$ cat config.mk
export PLATFORM = sky130hd
export DESIGN_NAME = monitor_slot_host
export DESIGN_NICKNAME = d
export VERILOG_FILES = /design/src/rtl/monitor_slot_host.sv
export SDC_FILE = /design/constraint.sdc
export NUM_CORES = 1
export LEC_CHECK = 0
export ABC_CLOCK_PERIOD_IN_PS = 2700
export BUFFER_PORTS_ARGS = -buffer_cell sky130_fd_sc_hd__buf_2
export CAP_MARGIN = 20
export CORE_MARGIN = 2
export CORE_UTILIZATION = 50
export CTS_BUF_LIST = sky130_fd_sc_hd__clkbuf_4 sky130_fd_sc_hd__clkbuf_8
export CTS_CLUSTER_DIAMETER = 40
export DETAILED_ROUTE_END_ITERATION = 8
export GPL_TIMING_DRIVEN = 0
export PLACE_DENSITY_LB_ADDON = 0.08
export SLEW_MARGIN = 15
export SYNTH_ARGS = -nofsm -noshare
export SYNTH_HDL_FRONTEND = slang
export SYNTH_SLANG_ARGS = --single-unit
$ cat constraint.sdc
create_clock -name clk_50mhz_in -period 2.7 [get_ports clk_50mhz_in]
set_input_delay 0.27 -clock clk_50mhz_in [delete_from_list [all_inputs] [get_ports clk_50mhz_in]]
set_output_delay 0.27 -clock clk_50mhz_in [all_outputs]
set_load 0.05 [all_outputs]
$ cat src/rtl/monitor_slot_host.sv
// Host (monitor-side) initiator for the BKM-68X option-slot bus: turns single register
// read/write commands into timed slot bus cycles and returns read data, plus a sticky card IRQ flag.
module monitor_slot_host #(
  parameter int SETUP_CYC  = 2,
  parameter int STROBE_CYC = 4,
  parameter int HOLD_CYC   = 2,
  parameter int TURN_CYC   = 2
) (
  input  logic       clk_50mhz_in,
  input  logic       reset,
  input  logic       cmd_valid,
  output logic       cmd_ready,
  input  logic       cmd_read,
  input  logic [7:0] cmd_addr,
  input  logic [7:0] cmd_wdata,
  output logic       rsp_valid,
  output logic [7:0] rsp_rdata,
  output logic       slot_sel,
  output logic       clk_rw,
  output logic       ax_d,
  output logic       r_wx,
  output logic [7:0] ad_out,
  output logic       ad_oe,
  input  logic [7:0] ad_in,
  input  logic       irq_n,
  output logic       irq_pending,
  input  logic       irq_ack,
  output logic [3:0] dbg_state
);

  localparam int CNT_W = 8;
  localparam logic [CNT_W-1:0] SETUP_RELOAD  = CNT_W'(SETUP_CYC - 1);
  localparam logic [CNT_W-1:0] STROBE_RELOAD = CNT_W'(STROBE_CYC - 1);
  localparam logic [CNT_W-1:0] HOLD_RELOAD   = CNT_W'(HOLD_CYC - 1);
  localparam logic [CNT_W-1:0] TURN_RELOAD   = CNT_W'(TURN_CYC - 1);

  typedef enum logic [3:0] {
    ST_IDLE     = 4'd0,
    ST_A_SETUP  = 4'd1,
    ST_A_STROBE = 4'd2,
    ST_A_HOLD   = 4'd3,
    ST_TURN     = 4'd4,
    ST_D_SETUP  = 4'd5,
    ST_D_STROBE = 4'd6,
    ST_D_HOLD   = 4'd7,
    ST_DONE     = 4'd8
  } state_e;

  state_e           state_q;
  logic [CNT_W-1:0] cnt_q;
  logic             read_q;
  logic [7:0]       wdata_q;
  logic             slot_sel_q;
  logic             clk_rw_q;
  logic             ax_d_q;
  logic             r_wx_q;
  logic [7:0]       ad_out_q;
  logic             ad_oe_q;
  logic             rsp_valid_q;
  logic [7:0]       rsp_rdata_q;
  logic             phase_end;

  assign phase_end = (cnt_q == '0);

  // Handshake: a command is taken on a cycle where cmd_valid and cmd_ready are both high;
  // cmd_ready is high only while idle, so the command fields need only be stable on that edge.
  assign cmd_ready = (state_q == ST_IDLE);
  assign dbg_state = state_q;

  // Every bus output is registered and changes on the edge that enters the next phase,
  // so clk_rw can never toggle in the same cycle as ax_d or ad_out.
  always_ff @(posedge clk_50mhz_in or posedge reset) begin
    if (reset) begin
      state_q     <= ST_IDLE;
      cnt_q       <= '0;
      read_q      <= 1'b0;
      wdata_q     <= 8'h00;
      slot_sel_q  <= 1'b0;
      clk_rw_q    <= 1'b0;
      ax_d_q      <= 1'b0;
      r_wx_q      <= 1'b0;
      ad_out_q    <= 8'h00;
      ad_oe_q     <= 1'b0;
      rsp_valid_q <= 1'b0;
      rsp_rdata_q <= 8'h00;
    end else begin
      rsp_valid_q <= 1'b0;
      if (!phase_end) cnt_q <= cnt_q - CNT_W'(1);
      case (state_q)
        ST_IDLE: begin
          if (cmd_valid) begin
            state_q    <= ST_A_SETUP;
            cnt_q      <= SETUP_RELOAD;
            read_q     <= cmd_read;
            wdata_q    <= cmd_wdata;
            slot_sel_q <= 1'b1;
            ax_d_q     <= 1'b1;
            ad_oe_q    <= 1'b1;
            ad_out_q   <= cmd_addr;
          end
        end
        ST_A_SETUP: begin
          if (phase_end) begin
            state_q  <= ST_A_STROBE;
            cnt_q    <= STROBE_RELOAD;
            clk_rw_q <= 1'b1;
          end
        end
        ST_A_STROBE: begin
          if (phase_end) begin
            state_q  <= ST_A_HOLD;
            cnt_q    <= HOLD_RELOAD;
            clk_rw_q <= 1'b0;
          end
        end
        ST_A_HOLD: begin
          if (phase_end) begin
            ax_d_q <= 1'b0;
            if (read_q) begin
              // Release ad before the card may drive it; r_wx rises in the same edge.
              state_q  <= ST_TURN;
              cnt_q    <= TURN_RELOAD;
              ad_oe_q  <= 1'b0;
              r_wx_q   <= 1'b1;
              ad_out_q <= 8'h00;
            end else begin
              state_q  <= ST_D_SETUP;
              cnt_q    <= SETUP_RELOAD;
              ad_out_q <= wdata_q;
            end
          end
        end
        ST_TURN: begin
          if (phase_end) begin
            state_q <= ST_D_SETUP;
            cnt_q   <= SETUP_RELOAD;
          end
        end
        ST_D_SETUP: begin
          if (phase_end) begin
            state_q  <= ST_D_STROBE;
            cnt_q    <= STROBE_RELOAD;
            clk_rw_q <= 1'b1;
          end
        end
        ST_D_STROBE: begin
          if (phase_end) begin
            state_q  <= ST_D_HOLD;
            cnt_q    <= HOLD_RELOAD;
            clk_rw_q <= 1'b0;
            if (read_q) rsp_rdata_q <= ad_in;
          end
        end
        ST_D_HOLD: begin
          if (phase_end) begin
            state_q     <= ST_DONE;
            rsp_valid_q <= 1'b1;
            slot_sel_q  <= 1'b0;
            ax_d_q      <= 1'b0;
            r_wx_q      <= 1'b0;
            ad_oe_q     <= 1'b0;
            ad_out_q    <= 8'h00;
          end
        end
        ST_DONE: begin
          state_q <= ST_IDLE;
        end
        default: begin
          state_q <= ST_IDLE;
        end
      endcase
    end
  end

  assign slot_sel  = slot_sel_q;
  assign clk_rw    = clk_rw_q;
  assign ax_d      = ax_d_q;
  assign r_wx      = r_wx_q;
  assign ad_out    = ad_out_q;
  assign ad_oe     = ad_oe_q;
  assign rsp_valid = rsp_valid_q;
  assign rsp_rdata = rsp_rdata_q;

  // irq_n is asynchronous: two sync stages, then a third flop remembers the previous
  // synchronized level so only a fresh falling edge can set the flag.
  logic irq_s1_q;
  logic irq_s2_q;
  logic irq_prev_q;
  logic irq_pending_q;
  logic irq_pending_d;
  logic irq_fall;

  assign irq_fall = irq_prev_q & ~irq_s2_q;

  always_comb begin
    irq_pending_d = irq_pending_q;
    if (irq_ack)  irq_pending_d = 1'b0;
    if (irq_fall) irq_pending_d = 1'b1;
  end

  always_ff @(posedge clk_50mhz_in or posedge reset) begin
    if (reset) begin
      irq_s1_q      <= 1'b1;
      irq_s2_q      <= 1'b1;
      irq_prev_q    <= 1'b1;
      irq_pending_q <= 1'b0;
    end else begin
      irq_s1_q      <= irq_n;
      irq_s2_q      <= irq_s1_q;
      irq_prev_q    <= irq_s2_q;
      irq_pending_q <= irq_pending_d;
    end
  end

  assign irq_pending = irq_pending_q;

endmodule
### Word-level counts from Yosys, hierarchy flattened

Cells that the tools add are included.

| storage, ports and cells | value |
|---|---|
| output and inout bits | 28 |
| bits of input ports | 30 |
| logic and storage cells | 95 |
| register bits | 47 |

| operators by class | value |
|---|---|
| bitwise gates (word level) | 2 |
| $add $sub $neg | 1 |
| eq/ne operators | 19 |
| multiplexer cells | 36 |
| reductions and logical operators | 21 |

Operators with widths:

| kind | number |
|---|---|
| $mux 8 | 8 |
| $pmux 8 s3 | 2 |
| $mux 4 | 8 |
| $pmux 4 s8 | 1 |
| $ne 2x2->1 const B | 9 |
| $eq 4x3->1 const B | 4 |
| $mux 1 | 12 |
| $reduce_and 3->1 | 4 |
| $reduce_bool 2->1 | 5 |
| $eq 4x2->1 const B | 2 |
| $logic_not 8->1 | 1 |
| $pmux 1 s2 | 4 |
| $reduce_and 4->1 | 2 |
| $reduce_and 8->1 | 1 |
| $sub 8x1->8 const B | 1 |
| $ne 2x1->1 const B | 3 |
| $reduce_or 2->1 | 3 |
| $reduce_and 5->1 | 1 |
| $eq 4x1->1 const B | 1 |
| $logic_not 4->1 | 1 |
| $reduce_or 4->1 | 1 |
| $pmux 1 s3 | 1 |
| $reduce_bool 3->1 | 1 |
| $reduce_and 2->1 | 1 |
| 2 further kinds | 2 |

### Depth between registers and ports, before layout

Gate-level depths: netlist of the first run.

| logic depth | value |
|---|---|
| word-level depth | 4 |
| gate-level depth with buffers | 10 |
| depth with buffers taken out | 9 |

### Least setup slack after synthesis of the first run

Ideal clock, no wire load.

| path | value |
|---|---|
| kind | flip-flop to flip-flop |
| start | register state_q[2] (netlist: dbg_state[2]) |
| end | register ad_out_q[0] (netlist: ad_out[0]) |
| buffers on the path | 1 |
| data arrival time | 3.329 ns |
| slack | -0.753 ns |
| setup time | 0.125 ns |
| cell stages (with the launch flop) | 6 |
| required time | 2.575 ns |
| period minus slack after synthesis | 3.453 ns |
| cells stage by stage | dfrtp_1 > buf_2 > nor4_1 > nand2_1 > o21ai_4 > mux2_2 |

| on the way | value |
|---|---|
| word-level cells in the longest chain between the ends | 3 |
| elaborated cells between the ends (all ways) | 9 |
| classes of those cells | eq/ne (5); mux (1); reduce/logical (3) |

Ends and longest elaborated chain:

| item | line | source |
|---|---|---|
| from (decl) | 49 | `state_e state_q;` |
| from (signal assigned) | 74 | `state_q <= ST_IDLE;` |
| from (signal assigned) | 92 | `state_q <= ST_A_SETUP;` |
| from (signal assigned) | 104 | `state_q <= ST_A_STROBE;` |
| $logic_not 4->1 (*) | n/a |  |
| via cmd_ready | 12 | `output logic cmd_ready,` |
| $ne 2x2->1 (no source line) / $reduce_bool 3->1 (equally long branches) | n/a |  |
| $reduce_and 4->1 (no source line) | n/a |  |
| to (signal assigned) | 99 | `ad_out_q <= cmd_addr;` |
| to (signal assigned) | 129 | `ad_out_q <= wdata_q;` |
| to (decl) | 57 | `logic [7:0] ad_out_q;` |

The timed path passes the listed nets; every way through them passes the cells marked *.
A chain may end at the register's enable or synchronous reset.

### Worst setup path after layout of the first run

| path | value |
|---|---|
| start | register cnt_q[1] |
| end | register cnt_q[0] |

| on the way | value |
|---|---|
| word-level cells in the longest chain between the ends | 4 |
| elaborated cells between the ends (all ways) | 6 |
| classes of those cells | mux (5); reduce/logical (1) |

Ends and longest elaborated chain:

| item | line | source |
|---|---|---|
| from (decl) | 50 | `logic [CNT_W-1:0] cnt_q;` |
| from (signal assigned) | 88 | `if (!phase_end) cnt_q <= cnt_q - CNT_W'(1);` |
| $logic_not 8->1 (*) | 63 | `assign phase_end = (cnt_q == '0);` |
| $mux 8 | 88 |  |
| $mux 8 (on tied branches) | n/a |  |
| $pmux 8 s3 (*) | 89 | `case (state_q)` |

Mark *: on every way between the ends. The rest lies on a longest branch, timed or not.

==> results_dict.tcl, run 1 <==
set metrics [dict create \
    ant_nets 0 \
    cp_cell_sequence "inv_1, ha_1, nor3b_2, nand2_2, buf_2, ha_1, a2111oi_0, a21oi_1, nand3_1" \
    die_area_mm2 0.00470 \
    area_growth_pct 23.9 \
    design.core.area_mm2 0.00400 \
    min-delay-start "irq_n" \
    clock_path_buffers 2 \
    crit_path_start_kind "register" \
    ys_types 39 \
    cts_tree "done" \
    fill_cells 351 \
    critPathKind "reg -> reg" \
    timing.rr.start "cnt_q[1]" \
    drt-initial-drc-count 56 \
    synth_seq_cells 47 \
    antenna_found_initial 0 \
    grt_pass1_vias 1448 \
    cts_sinks 47 \
    cp_max_fo 10 \
    critPathSlowestCell "dfrtp_1" \
    grt_util_all_layers_pct 19.6 \
    critPathMaxStageDelay_ns 0.43 \
    critical-path-top-delay-family "simple AND/OR/NAND/NOR gates" \
    startpoint "cnt_q[1]" \
    clkLatencyLatePin_ns 0.30 \
    grt_max_degree 33 \
    viasPerCell 5.21 \
    dp_hpwl_um 3070 \
    rows 23 \
    peakVddDrop_mv 0.514 \
    cellPowerDensity_mw_per_mm2 1180 \
    h-tree-depth 2 \
    route.detailed.drc 0 \
    p_leak_nw 1.27 \
    cp_common_cell "ha_1" \
    initial_core_util_pct 52.0 \
    rsz0062_at_grt "no" \
    diodes 0 \
    fin_util_pct 64.5 \
    cts-root-buf "clkbuf_8" \
    clk_pin_slew_worst_paths_ns 0.08 \
    worstPathArrival_ns 2.54 \
    tns_ns 0 \
    postSynthAreaPerCell_um2 11.3 \
    period_minus_slack_ns 2.31 \
    netlist_area_mm2 0.00208 \
    path_buf_inv 2 \
    synthArstFlopShare_pct 100 \
    r2r_slack_ns 0.39 \
    dr.pass1.iters 4 \
    cts_buffers 5 \
    crit_path_end_kind "register" \
    tightest_slew_ns 0.694 \
    worstPathRequired_ns 2.93 \
    wl_per_cell_um 14.0 \
    post-cts-setup-buffer-count 0 \
    vias 1573 \
    setup_viol 0 \
    finalHoldViolCount 0 \
    hp-class "in -> reg" \
    num_io_pins 58 \
    syn_inst 185 \
    drive_above_1_share_pct 38.1 \
    finClkSkew_ns 0.00659 \
    numPortBuffers 57 \
    synth_edf_count 0 \
    mostFrequentLayoutCell "buf_2" \
    cap_viol_max_count 0 \
    synth.net_count 218 \
    mostFrequentLayoutCells "buf_2 (60), dfrtp_1 (44), nand2_1 (35), mux2_2 (16), nor2_1 (12)" \
    place.gp.congestion 0.774 \
    yosysWarnings 0 \
    outcome "finished clean" \
    die_h_um 68.5 \
    grt_pass1_wl_um 6730 \
    relSlewSlack_pct 53.5 \
    grt_remaining_overflow 0 \
    synth_flop_cell "dfrtp_1" \
    timing.final.crit_share_pct 85.6 \
    clock.fmax_mhz 433 \
    report.final.slew_viol_count 0 \
    final_nets 284 \
    drt_wl_total_um 4220 \
    ys_seq_area_share_pct 56.7 \
    die_w_um 68.5 \
]
kinds of logic (layout without fill, tap and decap cells):
kind of cell    count (synthesis)  in the layout  synth area share (%)
flops                          47             47                  56.7
mux                            16             16                  8.65
xor+xnor                        8              8                  3.37
buf+inv                        15             82                  2.88
compound gates                 30             30                  11.2
fa+ha+maj                       3              3                  1.80
simple gates                   66             66                  15.4
through the flow:
step           cells  setup slack (ns)  hold WS, ns  total power, mW  area [um^2]
3_3_place_gp     292             0.466        0.346             2.50         2440
2_1_floorplan    185           0.00504        0.274             2.20         2090
4_1_cts          302             0.435       0.0571             3.06         2580
6_report         302             0.390       0.0643             3.03         2580
3_5_place_dp     293             0.447        0.256             2.53         2460
5_1_grt          302             0.103       0.0490             3.24         2580
path summary, 6_finish.rpt:
kind                                 to  cells past startpoint
setup / recovery               cnt_q[0]                      9
hold / removal                 irq_s1_q                      1
setup reg to reg               cnt_q[0]                      9
hold reg to reg                irq_s2_q                      0
max in group asynchronous    irq_prev_q                      4
min in group asynchronous  rsp_rdata[6]                      3
where the power goes:
group	total (mW)	switching, mW	internal (mW)	leakage, nW
Combinational	1.37	0.917	0.454	0.640
Clock	0.523	0.226	0.297	0.0593
Sequential	1.14	0.185	0.954	0.566
Total	3.03	1.33	1.71	1.27
flip-flops by register name, summed over array words and instances, names as in the netlist:
| register | count |
|---|---|
| ad_oe | 1 |
| ad_out | 8 |
| ax_d | 1 |
| clk_rw | 1 |
| cnt_q | 8 |
| dbg_state | 4 |
| irq_pending | 1 |
| irq_prev_q | 1 |
| irq_s1_q | 1 |
| irq_s2_q | 1 |
| r_wx | 1 |
| read_q | 1 |
| rsp_rdata | 8 |
| rsp_valid | 1 |
| slot_sel | 1 |
| wdata_q | 8 |
metal layers:
layer / global-route usage (%) / up-vias / part of all wire [%]
met3: 6.49 / 4 / 6.9
met4: 6.00 / 0 / 1.1
met5: 0 / - / 0
met1: 26.6 / 750 / 45
li1: - / 770 / -
met2: 29.8 / 49 / 47
area by class of cell:
cell class / instances / area (um^2) / area share [%]
buffer: 8 / 33.8 / 1.31
tap: 50 / 62.6 / 2.42
clock inverter: 1 / 30.0 / 1.16
clock buffer: 7 / 83.8 / 3.25
multi-input combinational: 123 / 848 / 32.9
sequential: 47 / 1180 / 45.7
timing repair buffer: 59 / 315 / 12.2
inverter: 7 / 26.3 / 1.02
timing repair:
action                    in CTS  in global routing
hold buffers                   1                  0
hold endpoints to repair      15                  0
resized for setup              0                  0
worst reg2reg max path: stages (launching register included):
cell	delay, ns
dfrtp_1	0.43
inv_1	0.10
ha_1	0.13
nor3b_2	0.37
nand2_2	0.17
buf_2	0.24
ha_1	0.22
a2111oi_0	0.41
a21oi_1	0.08
nand3_1	0.10
synth_stat cells, types with 2 or more instances:
cell	number	area share, %
dfrtp_1	44	53
nand2_1	35	6.3
mux2_2	16	8.7
nor2_1	12	2.2
a22o_1	8	3.4
inv_1	7	1.3
o21ai_0	5	1.2
a21oi_1	4	0.96
clkbuf_1	4	0.72
nor3_1	4	0.96
xnor2_1	4	1.7
xor2_1	4	1.7
buf_2	3	0.72
dfstp_2	3	3.8
ha_1	3	1.8
nand3_1	3	0.72
and2_1	2	0.60
o31ai_1	2	0.72
o32a_1	2	0.96
Power figures use the tool's default switching activity.
==> inputs of run 2 (changes only) <==
Settings changed: RECOVER_POWER set to 100.
==> run 2 against run 1 <==
Worst setup slack better by 0.017 ns. Die area unchanged. Design area down 3.0%. Critical endpoint is now ad_out[0]. Sequential share of layout area up 1.4 points. Largest cell class unchanged. Count of clock-buffer cells in the layout unchanged. Worst hold slack about the same. First-iteration DRC count up 34%.
==> results_dict.tcl, run 2 (synthesis results as in run 1) <==
set metrics [dict create \
    postCtsHoldBufs 1 \
    place_inst 293 \
    crit_end "ad_out[0]" \
    cellPowerDensity_mw_per_mm2 1190 \
    clock_path_buffers 2 \
    die_h_um 68.5 \
    crit_path_start_kind "register" \
    design.core.area_mm2 0.00400 \
    tightest_slew_ns 0.790 \
    drt-initial-drc-count 75 \
    timing.final.crit_share_pct 84.9 \
    post-cts-setup-buffer-count 0 \
    final_nets 284 \
    min_path_cells 1 \
    antenna_found_initial 0 \
    rr_endpoint "ad_out[0]" \
    clk_pin_slew_worst_paths_ns 0.08 \
    report.final.slew_viol_count 0 \
    numPortBuffers 57 \
    diodes 0 \
    critPathKind "reg -> reg" \
    setup_viol 0 \
    fill_cells 380 \
    dr.pass1.iters 4 \
    drt_wl_total_um 4220 \
    grt_remaining_overflow 0 \
    period_minus_slack_ns 2.29 \
    worstPathArrival_ns 2.48 \
    clkLatencyLatePin_ns 0.30 \
    cts-root-buf "clkbuf_8" \
    relSlewSlack_pct 47.3 \
    grt_pass1_vias 1448 \
    tns_ns 0 \
    grt_util_all_layers_pct 19.6 \
    outcome "finished clean" \
    crit_path_end_kind "register" \
    rsz0062_at_grt "no" \
    viasPerCell 5.21 \
    ant_nets 0 \
    grt_pass1_wl_um 6730 \
    worstPathRequired_ns 2.89 \
    area_growth_pct 20.3 \
    cts_sinks 47 \
    h-tree-depth 2 \
    cts_buffers 5 \
    cts_tree "done" \
    vias 1574 \
    p_leak_nw 1.15 \
    clock.fmax_mhz 436 \
    cap_viol_max_count 0 \
    die_w_um 68.5 \
    startpoint "cnt_q[1]" \
    wl_met3_um 268 \
    num_io_pins 58 \
    dr_wl_met2_um 1990 \
    mostFrequentLayoutCell "dfrtp_1" \
    fin_cells 302 \
    cts_resized 0 \
    place.gp.congestion 0.774 \
    r2r_cells 6 \
    r2r_slack_ns 0.41 \
    mostFrequentLayoutCells "dfrtp_1 (44), nand2_1 (35), clkbuf_1 (34), buf_2 (30), mux2_2 (16)" \
    dr.max_layer_used "met4" \
    dp_hpwl_um 3070 \
    finalHoldViolCount 0 \
    wl_per_cell_um 14.0 \
    die_area_mm2 0.00470 \
    cp_max_fo 8 \
    finClkSkew_ns 0.00766 \
    peakVddDrop_mv 0.506 \
    timing.rr.start "cnt_q[1]" \
    met1_length_um 1920 \
    route.detailed.drc 0 \
    hp-class "in -> reg" \
    drive_above_1_share_pct 24.2 \
    rows 23 \
    grt_max_degree 33 \
    initial_core_util_pct 52.0 \
]
## run 2: report_power, final
group / internal, mW / switching (mW) / leakage, nW / total, mW
Combinational: 0.411 / 0.907 / 0.526 / 1.32
Sequential: 0.954 / 0.186 / 0.565 / 1.14
Clock: 0.297 / 0.227 / 0.0593 / 0.524
## run 2: cell type report
type	count	area, um^2	area share [%]
buffer	8	31.3	1.25
clock buffer	7	83.8	3.35
clock inverter	1	30.0	1.20
inverter	7	26.3	1.05
multi-input combinational	123	825	32.9
sequential	47	1180	47.1
tap	50	62.6	2.50
timing repair buffer	59	265	10.6
## run 2: through the flow
step	hold WS, ns	util (%)	instance area (um^2)	power [mW]	setup slack, ns
after floorplan	0.274	-	2090	2.20	0.00504
after global placement	0.346	60.9	2440	2.50	0.466
after detailed placement	0.256	61.4	2460	2.53	0.447
after CTS	0.0571	64.5	2580	3.06	0.435
after global routing	0.0490	62.6	2500	3.19	0.165
final	0.0641	62.6	2500	2.98	0.407
## run 2: per-layer routing
metal | vias up | global-route usage, %
li1 | 770 | -
met1 | 749 | 26.6
met2 | 51 | 29.8
met3 | 4 | 6.49
met4 | 0 | 6.00
met5 | - | 0
## run 2: worst min-delay path by stage
| stage | startpoint | end | slack (ns) |
|---|---|---|---|
| CTS | irq_n | irq_s1_q | 0.06 |
| global route | irq_n | irq_s1_q | 0.05 |
| floorplan | irq_n | irq_s1_q | 0.27 |
| global placement | irq_s1_q | irq_s2_q | 0.35 |
| finish | irq_n | irq_s1_q | 0.06 |
| detailed placement | reset | rsp_rdata[5] | 0.26 |
## run 2: critical path, stage by stage, from the launching register on
cell     delay (ns)
dfrtp_1        0.44
inv_1          0.10
ha_1           0.13
nor3b_2        0.34
nand2_2        0.14
o21ai_1        0.62
mux2_2         0.42
==> inputs of run 3 (changes only) <==
Settings changed: ABC_CLOCK_PERIOD_IN_PS 2700 to 2100, CORE_UTILIZATION 50 to 48.
Clock period 2.7 ns to 2.1 ns, I/O delays scaled along.
==> run 3 against run 2 <==
Clock skew is essentially flat. Routed wire length grew 8.1%. Count of clock-buffer cells in the layout is the same. Clock power grew 9.5%. Critical path depth grew 3. Highest routed layer unchanged. Die area grew 3.9%. Sequential share of layout area shrank 1.5 points. Combinational power grew 38%. Design area grew 3.5%. Worst hold slack gained 0.035 ns. Non-clock buffer count grew 7. Total power grew 30%.
==> results_dict.tcl, run 3 (synthesis results as in run 1) <==
set metrics [dict create \
    outcome "finished clean" \
    grt_pass1_wl_um 7490 \
    clock.fmax_mhz 506 \
    drt-initial-drc-count 88 \
    vias 1592 \
    drt_wl_total_um 4560 \
    timing.final.crit_share_pct 94.2 \
    grt_remaining_overflow 0 \
    grt_pass1_vias 1590 \
    cts_sinks 47 \
    place.gp.congestion 0.797 \
    diodes 0 \
    setup_ws_ns 0.122 \
    dr.pass1.iters 5 \
    rsz0062_at_grt "no" \
    tightest_slew_ns 0.793 \
    critPathKind "reg -> reg" \
    setup_viol 0 \
    h-tree-depth 2 \
    clkLatencyLatePin_ns 0.30 \
    final_nets 291 \
    initial_core_util_pct 50.9 \
    worstPathRequired_ns 2.25 \
    fin_cells 309 \
    peakVddDrop_mv 0.771 \
    worstPathArrival_ns 2.13 \
    dp_slack_ns -0.250 \
    numPortBuffers 57 \
    grt_max_degree 33 \
    cts-root-buf "clkbuf_8" \
    dp_hpwl_um 3180 \
    cp_max_fo 6 \
    route.detailed.drc 0 \
    clock_path_buffers 2 \
    num_io_pins 58 \
    place_area_mm2 0.00248 \
    report.final.slew_viol_count 0 \
    finalHoldViolCount 0 \
    antenna_found_initial 0 \
    p_leak_nw 1.20 \
    mostFrequentLayoutCell "dfrtp_1" \
    cts_buffers 5 \
    cp_cell_sequence "inv_1, ha_1, nor3b_4, nand2_4, ha_1, nand3_1, o31ai_1, a21oi_1, nand3_1" \
    cellPowerDensity_mw_per_mm2 1500 \
    clk_pin_slew_worst_paths_ns 0.09 \
    viasPerCell 5.15 \
    rows 23 \
    tns_ns 0 \
    finClkSkew_ns 0.00764 \
    crit_path_start_kind "register" \
    mostFrequentLayoutCells "dfrtp_1 (42), clkbuf_1 (36), nand2_1 (34), buf_2 (29), mux2_2 (16)" \
    place_inst 293 \
    final_area_mm2 0.00259 \
    crit_path_end_kind "register" \
    design.core.area_mm2 0.00409 \
    hp-class "in -> reg" \
    cts_tree "done" \
    drive_above_1_share_pct 28.2 \
    wl_per_cell_um 14.8 \
    finalPower_mw 3.88 \
    die_h_um 69.9 \
    cap_viol_max_count 0 \
    period_minus_slack_ns 1.98 \
    die_w_um 69.9 \
    ant_nets 0 \
    die_area_mm2 0.00488 \
    critPathMaxStageDelay_ns 0.43 \
    critPathSlowestCell "dfrtp_1" \
    area_growth_pct 24.5 \
    relSlewSlack_pct 47.1 \
    grt_util_all_layers_pct 19.4 \
]
-- run 3: cell types whose count changed in the layout (fill, tap and decap cells not counted), moves of 2 or more --
| cell | previous run | this run |
|---|---|---|
| dfrtp_2 | 0 | 2 |
| buf_4 | 0 | 3 |
| dfrtp_1 | 44 | 42 |
| clkbuf_1 | 34 | 36 |
-- run 3: cell type report --
class                           count  area [um^2]
Clock buffer                        7         90.1
Buffer                              7         27.5
Clock inverter                      1         8.76
Fill cell                         350         1500
Tap cell                           50         62.6
Multi-Input combinational cell    123          877
Timing Repair Buffer               67          317
Inverter                            7         26.3
Sequential cell                    47         1180
-- run 3: report_power, final --
group | switching (mW) | internal (mW) | total (mW)
logic | 1.23 | 0.587 | 1.82
registers | 0.260 | 1.23 | 1.49
clock network | 0.291 | 0.283 | 0.574
-- run 3: what timing repair did --
item / 4_1_cts / 5_1_grt
setup buffers: 2 / 5
hold endpoints to repair: 14 / 1
resized for setup: 1 / 3
hold buffers: 1 / 1
pin swaps: 1 / 0
endpoints found under the setup margin: 1 / 1
-- run 3: final timing paths --
check	startpoint	end	slack [ns]	depth (start not counted)
max	cnt_q[0]	cnt_q[0]	0.12	9
min	cmd_wdata[1]	wdata_q[1]	0.1	3
max reg2reg	cnt_q[0]	cnt_q[0]	0.12	9
min reg2reg	irq_s1_q	irq_s2_q	0.36	0
max in group asynchronous	reset	cnt_q[7]	0.42	4
min in group asynchronous	reset	rsp_rdata[7]	0.51	3
-- run 3: worst max-delay path, delay by kind of cell (launching register included) --
family          cells  cell delay (ns)
simple gates        4             0.56
fa+ha+maj           2             0.46
flops               1             0.43
compound gates      2             0.29
buf+inv             1             0.10
-- run 3: metal layers --
layer	vias to the layer above	track usage (%)	routed length (um)
met5	-	0	0
met1	757	25.6	2040
met2	49	31.4	2200
met4	0	6.41	53
li1	781	-	-
met3	5	4.76	267
-- run 3: stage by stage --
| stage | util [%] | hold WS [ns] |
|---|---|---|
| 6_report | 63.4 | 0.0987 |
| 5_1_grt | 63.4 | 0.0881 |
| 2_1_floorplan | - | 0.214 |
| 4_1_cts | 63.7 | 0.00365 |
| 3_3_place_gp | 60.1 | 0.320 |
| 3_5_place_dp | 60.6 | 0.199 |
